===== src/rtl/rv32_pkg.sv =====
// Shared RV32I encoding constants: format codes, opcode rules, immediate limits
// and the output FIFO state/entry types.
package rv32_pkg;

  typedef enum logic [2:0] {
    FMT_R = 3'd0,
    FMT_I = 3'd1,
    FMT_S = 3'd2,
    FMT_B = 3'd3,
    FMT_U = 3'd4,
    FMT_J = 3'd5
  } fmt_e;

  localparam logic [1:0] OPC_LOW = 2'b11;

  localparam int IMM12_MIN = -2048;
  localparam int IMM12_MAX = 2047;
  localparam int IMMB_MIN  = -4096;
  localparam int IMMB_MAX  = 4094;
  localparam int IMMJ_MIN  = -1048576;
  localparam int IMMJ_MAX  = 1048574;

  typedef enum logic [1:0] {
    ST_EMPTY = 2'd0,
    ST_ONE   = 2'd1,
    ST_TWO   = 2'd2
  } fifo_state_e;

  typedef struct packed {
    logic [31:0] inst;
    logic [31:0] addr;
  } entry_t;

endpackage


===== src/rtl/imm_pack.sv =====
// Combinational RV32I field packer with immediate range/alignment checking.
module imm_pack
  import rv32_pkg::*;
(
  input  logic [2:0]  fmt,
  input  logic [6:0]  opcode,
  input  logic [4:0]  rd,
  input  logic [4:0]  rs1,
  input  logic [4:0]  rs2,
  input  logic [2:0]  funct3,
  input  logic [6:0]  funct7,
  input  logic [31:0] imm,
  output logic [31:0] inst,
  output logic        err
);

  logic signed [31:0] simm;
  assign simm = $signed(imm);

  always_comb begin
    inst = '0;
    err  = 1'b0;
    case (fmt)
      FMT_R: inst = {funct7, rs2, rs1, funct3, rd, opcode};
      FMT_I: begin
        inst = {imm[11:0], rs1, funct3, rd, opcode};
        err  = (simm < IMM12_MIN) || (simm > IMM12_MAX);
      end
      FMT_S: begin
        inst = {imm[11:5], rs2, rs1, funct3, imm[4:0], opcode};
        err  = (simm < IMM12_MIN) || (simm > IMM12_MAX);
      end
      FMT_B: begin
        inst = {imm[12], imm[10:5], rs2, rs1, funct3, imm[4:1], imm[11], opcode};
        err  = (simm < IMMB_MIN) || (simm > IMMB_MAX) || imm[0];
      end
      FMT_U: begin
        inst = {imm[31:12], rd, opcode};
        err  = (imm[11:0] != 12'd0);
      end
      FMT_J: begin
        inst = {imm[20], imm[10:1], imm[11], imm[19:12], rd, opcode};
        err  = (simm < IMMJ_MIN) || (simm > IMMJ_MAX) || imm[0];
      end
      default: err = 1'b1;
    endcase
    if (opcode[1:0] != OPC_LOW) err = 1'b1;
  end

endmodule


===== src/rtl/inst_encoder.sv =====
// RV32I instruction encoder: packs fields, tags each good word with an address,
// buffers results in a 2-entry FIFO and counts dropped (errored) inputs.
module inst_encoder
  import rv32_pkg::*;
(
  input  logic        clk,
  input  logic        rst,
  input  logic        in_valid,
  output logic        in_ready,
  input  logic [2:0]  fmt,
  input  logic [6:0]  opcode,
  input  logic [4:0]  rd,
  input  logic [4:0]  rs1,
  input  logic [4:0]  rs2,
  input  logic [2:0]  funct3,
  input  logic [6:0]  funct7,
  input  logic [31:0] imm,
  input  logic        load_base,
  input  logic [31:0] base_addr,
  output logic        out_valid,
  input  logic        out_ready,
  output logic [31:0] out_inst,
  output logic [31:0] out_addr,
  output logic        err_sticky,
  output logic [7:0]  err_cnt,
  input  logic        err_clr
);

  fifo_state_e state_q, state_d;
  entry_t      slot0, slot1;
  logic [31:0] addr_q;
  logic        in_ready_q;
  logic [31:0] pack_inst;
  logic        pack_err;
  logic        accept, push, pop, err_ev;

  imm_pack u_pack (
    .fmt    (fmt),
    .opcode (opcode),
    .rd     (rd),
    .rs1    (rs1),
    .rs2    (rs2),
    .funct3 (funct3),
    .funct7 (funct7),
    .imm    (imm),
    .inst   (pack_inst),
    .err    (pack_err)
  );

  assign accept = in_valid & in_ready_q & ~load_base;
  assign push   = accept & ~pack_err;
  assign err_ev = accept & pack_err;
  assign pop    = out_valid & out_ready;

  always_comb begin
    state_d = state_q;
    case (state_q)
      ST_EMPTY: if (push) state_d = ST_ONE;
      ST_ONE: begin
        if (push && !pop)      state_d = ST_TWO;
        else if (!push && pop) state_d = ST_EMPTY;
      end
      ST_TWO:  if (pop) state_d = ST_ONE;
      default: state_d = ST_EMPTY;
    endcase
  end

  // slot0 is always the head; in_ready is low in TWO so no push arrives there
  always_ff @(posedge clk) begin
    if (rst) begin
      state_q    <= ST_EMPTY;
      slot0      <= '0;
      slot1      <= '0;
      addr_q     <= '0;
      in_ready_q <= 1'b0;
      err_sticky <= 1'b0;
      err_cnt    <= '0;
    end else begin
      state_q    <= state_d;
      in_ready_q <= (state_d != ST_TWO);
      case (state_q)
        ST_EMPTY: if (push) slot0 <= '{inst: pack_inst, addr: addr_q};
        ST_ONE: begin
          if (push && pop) slot0 <= '{inst: pack_inst, addr: addr_q};
          else if (push)   slot1 <= '{inst: pack_inst, addr: addr_q};
        end
        ST_TWO:  if (pop) slot0 <= slot1;
        default: ;
      endcase
      if (load_base)  addr_q <= base_addr & ~32'h3;
      else if (push)  addr_q <= addr_q + 32'd4;
      if (err_ev) begin
        err_sticky <= 1'b1;
        if (err_clr)              err_cnt <= 8'd1;
        else if (err_cnt != '1)   err_cnt <= err_cnt + 8'd1;
      end else if (err_clr) begin
        err_sticky <= 1'b0;
        err_cnt    <= '0;
      end
    end
  end

  assign in_ready  = in_ready_q;
  assign out_valid = (state_q != ST_EMPTY);
  assign out_inst  = slot0.inst;
  assign out_addr  = slot0.addr;

endmodule


===== config.mk =====
export PLATFORM = sky130hd
export DESIGN_NAME = inst_encoder
export DESIGN_NICKNAME = d
export VERILOG_FILES = /design/src/rtl/rv32_pkg.sv /design/src/rtl/imm_pack.sv /design/src/rtl/inst_encoder.sv
export SDC_FILE = /design/constraint.sdc
export NUM_CORES = 1
export LEC_CHECK = 0
export CORE_MARGIN = 4
export CORE_UTILIZATION = 30
export DETAILED_ROUTE_END_ITERATION = 6
export PLACE_DENSITY_LB_ADDON = 0.1
export SLEW_MARGIN = 5
export SYNTH_ARGS = -nofsm -noshare
export SYNTH_HDL_FRONTEND = slang
export SYNTH_SLANG_ARGS = --single-unit
export TNS_END_PERCENT = 1

===== constraint.sdc =====
create_clock -name clk -period 2.85 [get_ports clk]
set_input_delay 0.285 -clock clk [delete_from_list [all_inputs] [get_ports clk]]
set_output_delay 0.285 -clock clk [all_outputs]
set_load 0.005 [all_outputs]

==> results of run 1 <==
[per-layer routing]
layer	routed length, um	up-vias	track usage [%]
li1	-	4047	-
met1	12300	3700	23.3
met2	12000	166	28.6
met3	1460	19	4.46
met4	375	0	4.37
met5	0	-	0
[logic make-up after synthesis]
kind of cell	after synthesis	share of synthesized area, %
DFF	166	41.3
buffers and inverters	123	6.19
AOI/OAI and AO/OA	298	25.9
other	1	0.0466
xor gates and xnor gates	8	0.871
and+or+nand+nor	444	25.2
muxes	2	0.249
adders and majority gates	2	0.311
[cell usage in the layout, fill, tap and decap left out, types with 4 or more instances in the layout]
master,instances
a211oi_1,11
a21oi_1,99
a22o_1,5
a22oi_1,16
a311oi_1,64
and2_1,4
and3_1,10
buf_12,8
buf_4,58
clkbuf_16,17
clkdlybuf4s50_1,174
dfxtp_1,166
inv_1,30
inv_8,4
nand2_1,228
nand2b_1,20
nand3_1,26
nand4_1,12
nor2_1,83
nor2b_1,8
nor3_1,14
nor4_1,6
o211ai_1,25
o21ai_0,25
o21bai_1,16
o31a_1,5
o31ai_1,7
or3_1,8
or4_1,5
xnor2_1,8
[power by group]
group	switching, W	total [W]	internal, W
Combinational	0.000260	0.000539	0.000280
Sequential	0.0000509	0.00241	0.00236
Clock	0.00111	0.00237	0.00126
Total	0.00142	0.00532	0.00390
[through the flow]
stage,utilization (%),cell area [um^2],hold slack (ns),total power (W)
6_report,42.1,11000,0.450,0.00532
5_1_grt,42.1,11000,0.456,0.00555
4_1_cts,42.1,11000,0.452,0.00540
3_5_place_dp,39.8,10400,0.441,0.00300
3_3_place_gp,39.8,10400,0.436,0.00300
2_1_floorplan,-,8050,0.364,0.00269
[registers in the layout (all words and copies together) (netlist names)]
name        cells
slot1          62
out_inst       32
addr_q         30
out_addr       30
err_cnt         8
state_q         2
err_sticky      1
in_ready        1
[worst max path at each step]
stage / from / endpoint / depth (start not counted)
after detailed placement: imm[16] / addr_q[19] / 9
final: imm[30] / addr_q[24] / 8
after floorplan: addr_q[2] / addr_q[26] / 7
after global placement: imm[30] / addr_q[11] / 8
after CTS: imm[16] / addr_q[19] / 9
after global routing: imm[20] / addr_q[26] / 8
[Yosys cell counts (all sizes together), types with 4 or more instances]
library cell	count	area, um^2
a2111oi	4	47.6
a211oi	11	82.6
a21oi	99	495
a22o	5	43.8
a22oi	16	120
a311oi	64	561
and2	5	31.3
and3	10	62.6
buf	22	119
clkbuf	71	267
dfxtp	166	3320
inv	30	113
nand2	228	856
nand2b	20	125
nand3	27	140
nand4	12	75.1
nor2	83	312
nor2b	9	56.3
nor3	14	70.1
nor4	9	75.1
nor4b	4	50.1
o211ai	25	188
o21ai	26	130
o21bai	16	120
o31a	5	43.8
o31ai	7	52.6
or3	8	50.1
or4	5	37.5
xnor2	8	70.1
[worst max-delay path: stages]
cell	delay [ns]
clkdlybuf4s50_1	0.45
nor4_1	0.32
nand3_1	0.21
nor3_1	0.28
o21a_2	0.26
nand3_2	0.21
or4_1	0.56
a311oi_1	0.25
[final cells by class]
type | instances | area [um^2]
multi-input cells | 756 | 4240
inverters | 30 | 113
well taps | 335 | 419
flip-flops and latches | 166 | 3320
fillers | 2660 | 15200
clock buffers | 17 | 425
clock inverters | 15 | 184
repair buffers | 240 | 2340
==> impl_results.md, run 1 <==
- Minimum clock period: between 2 and 2.5 ns
- Outcome: finished, final reports clean
- Final Hold Fails: 0
- Critical Path Fanout Max: 9
- Final Skew: between 0.01 and 0.015 ns
- Row Count: slightly below 60
- First-pass GRT wire length: 41.8 mm
- Global route overflow: 0
- Avg WL per Cell: 16.7 um
- Worst setup SP type: primary input
- Clock Sinks: roughly 170
- Drt drc: 0
- Largest net degree at the start of global routing: between 90 and 100
- Cell variety after synth: 61
- Initial antenna violation count: 0
- Setup TNS: 0 ns
- Final Setup Violations: 0
- Dpl cells: approximately 1500
- Initial DRT Pass Iterations: 5
- Placer Congestion: 0.839
- Dpl hpwl: between 15 and 20 mm
- Crit end category: flip-flop
- Peak VDD IR: 0.374 mV
- Vias in the first global route: roughly 7600
- Total GRT Usage: between 10% and 20%
- Post-DRT Antenna Nets: 0
- Unrepaired setup endpoints after global routing: false
- Syn Inst Count: ~1000
- Rel. slew slack: a little over a third
- R2r endpoint: addr_q[26]
- Syn Area/Cell: slightly below 8 um^2
- Max Slew Vio Count: 0
- Clk buf depth: 2
- Worst Setup Slack, final: ~0.36 ns
- Vias: roughly 7900
- ANT cells: 0
- P_leak: 3.67 nW
- Max Fclk: 402 MHz
- Max Cap Violations: 0
- Die Y: between 150 and 200 um
- Min-delay src: slot1[56]
- Root Buffer: clkbuf_16
- CTS Buf Count: 17
- CTS tree: done
- Flop-to-flop setup slack: about 0.5 ns
- WP data required: approximately 3.2 ns
- Hold path depth: 2
- Sequential element share of the synthesized area: approximately two fifths
- Die span in x: between 150 and 200 um
- Yosys reg bits: between 150 and 200
- Die area: 29500 um^2
- Hold WC Path Type: flip-flop to flip-flop
- Synthesized cell area: between 8000 and 9000 um^2
- Fin nets: between 1000 and 1500
- Via density: 5.09
- Non-filler cells, final: 1559
- Worst-skew pair later-pin latency: ~0.43 ns
- Final Cycle Share: 87.2%
- Synth warn: 0
- Endpoint, Worst Hold: slot1[56]
- Fraction of registers with async set or reset after synthesis: 0%
- Ports: between 150 and 200
- Worst-margin pin slew: ~0.97 ns
- Port Buf Inserts: 175
- Pwr per Cell Area: 482 nW/um^2
- Commonest register cell after synthesis: dfxtp_1
- Postcts setup bufs: 0
- Initial Util: between 30% and 40%
- H-tree depth: 4
- Cells on worst reg2reg path: 8
- Number of enable flip-flop cells after synthesis: 0
- Core area: 26200 um^2
- Critical path data arrival time: roughly 2.8 ns
- DRT iter0 DRCs: 503
- Area grow syn2layout: 37.3%
- Launching point of the worst reg2reg path: addr_q[2]
- Routed wire length: 26.1 mm
- Post-cts repair resize count: 0
- Share of layout cells above drive strength 1: 9.48%
- Crit Path Category: primary input to flip-flop
- # hold bufs at CTS: 0
- Pre-CTS setup slack: -0.0588 ns
- CTS clock-pin slew for the worst setup and hold paths: 0.07 ns
(Power assumes the default switching activity.)
==> run 2, diff against run 1 <==
Settings changed: CAP_MARGIN set to 15.
==> results of run 2 <==
Final layout, timing and power as in run 1 (identical DEF).
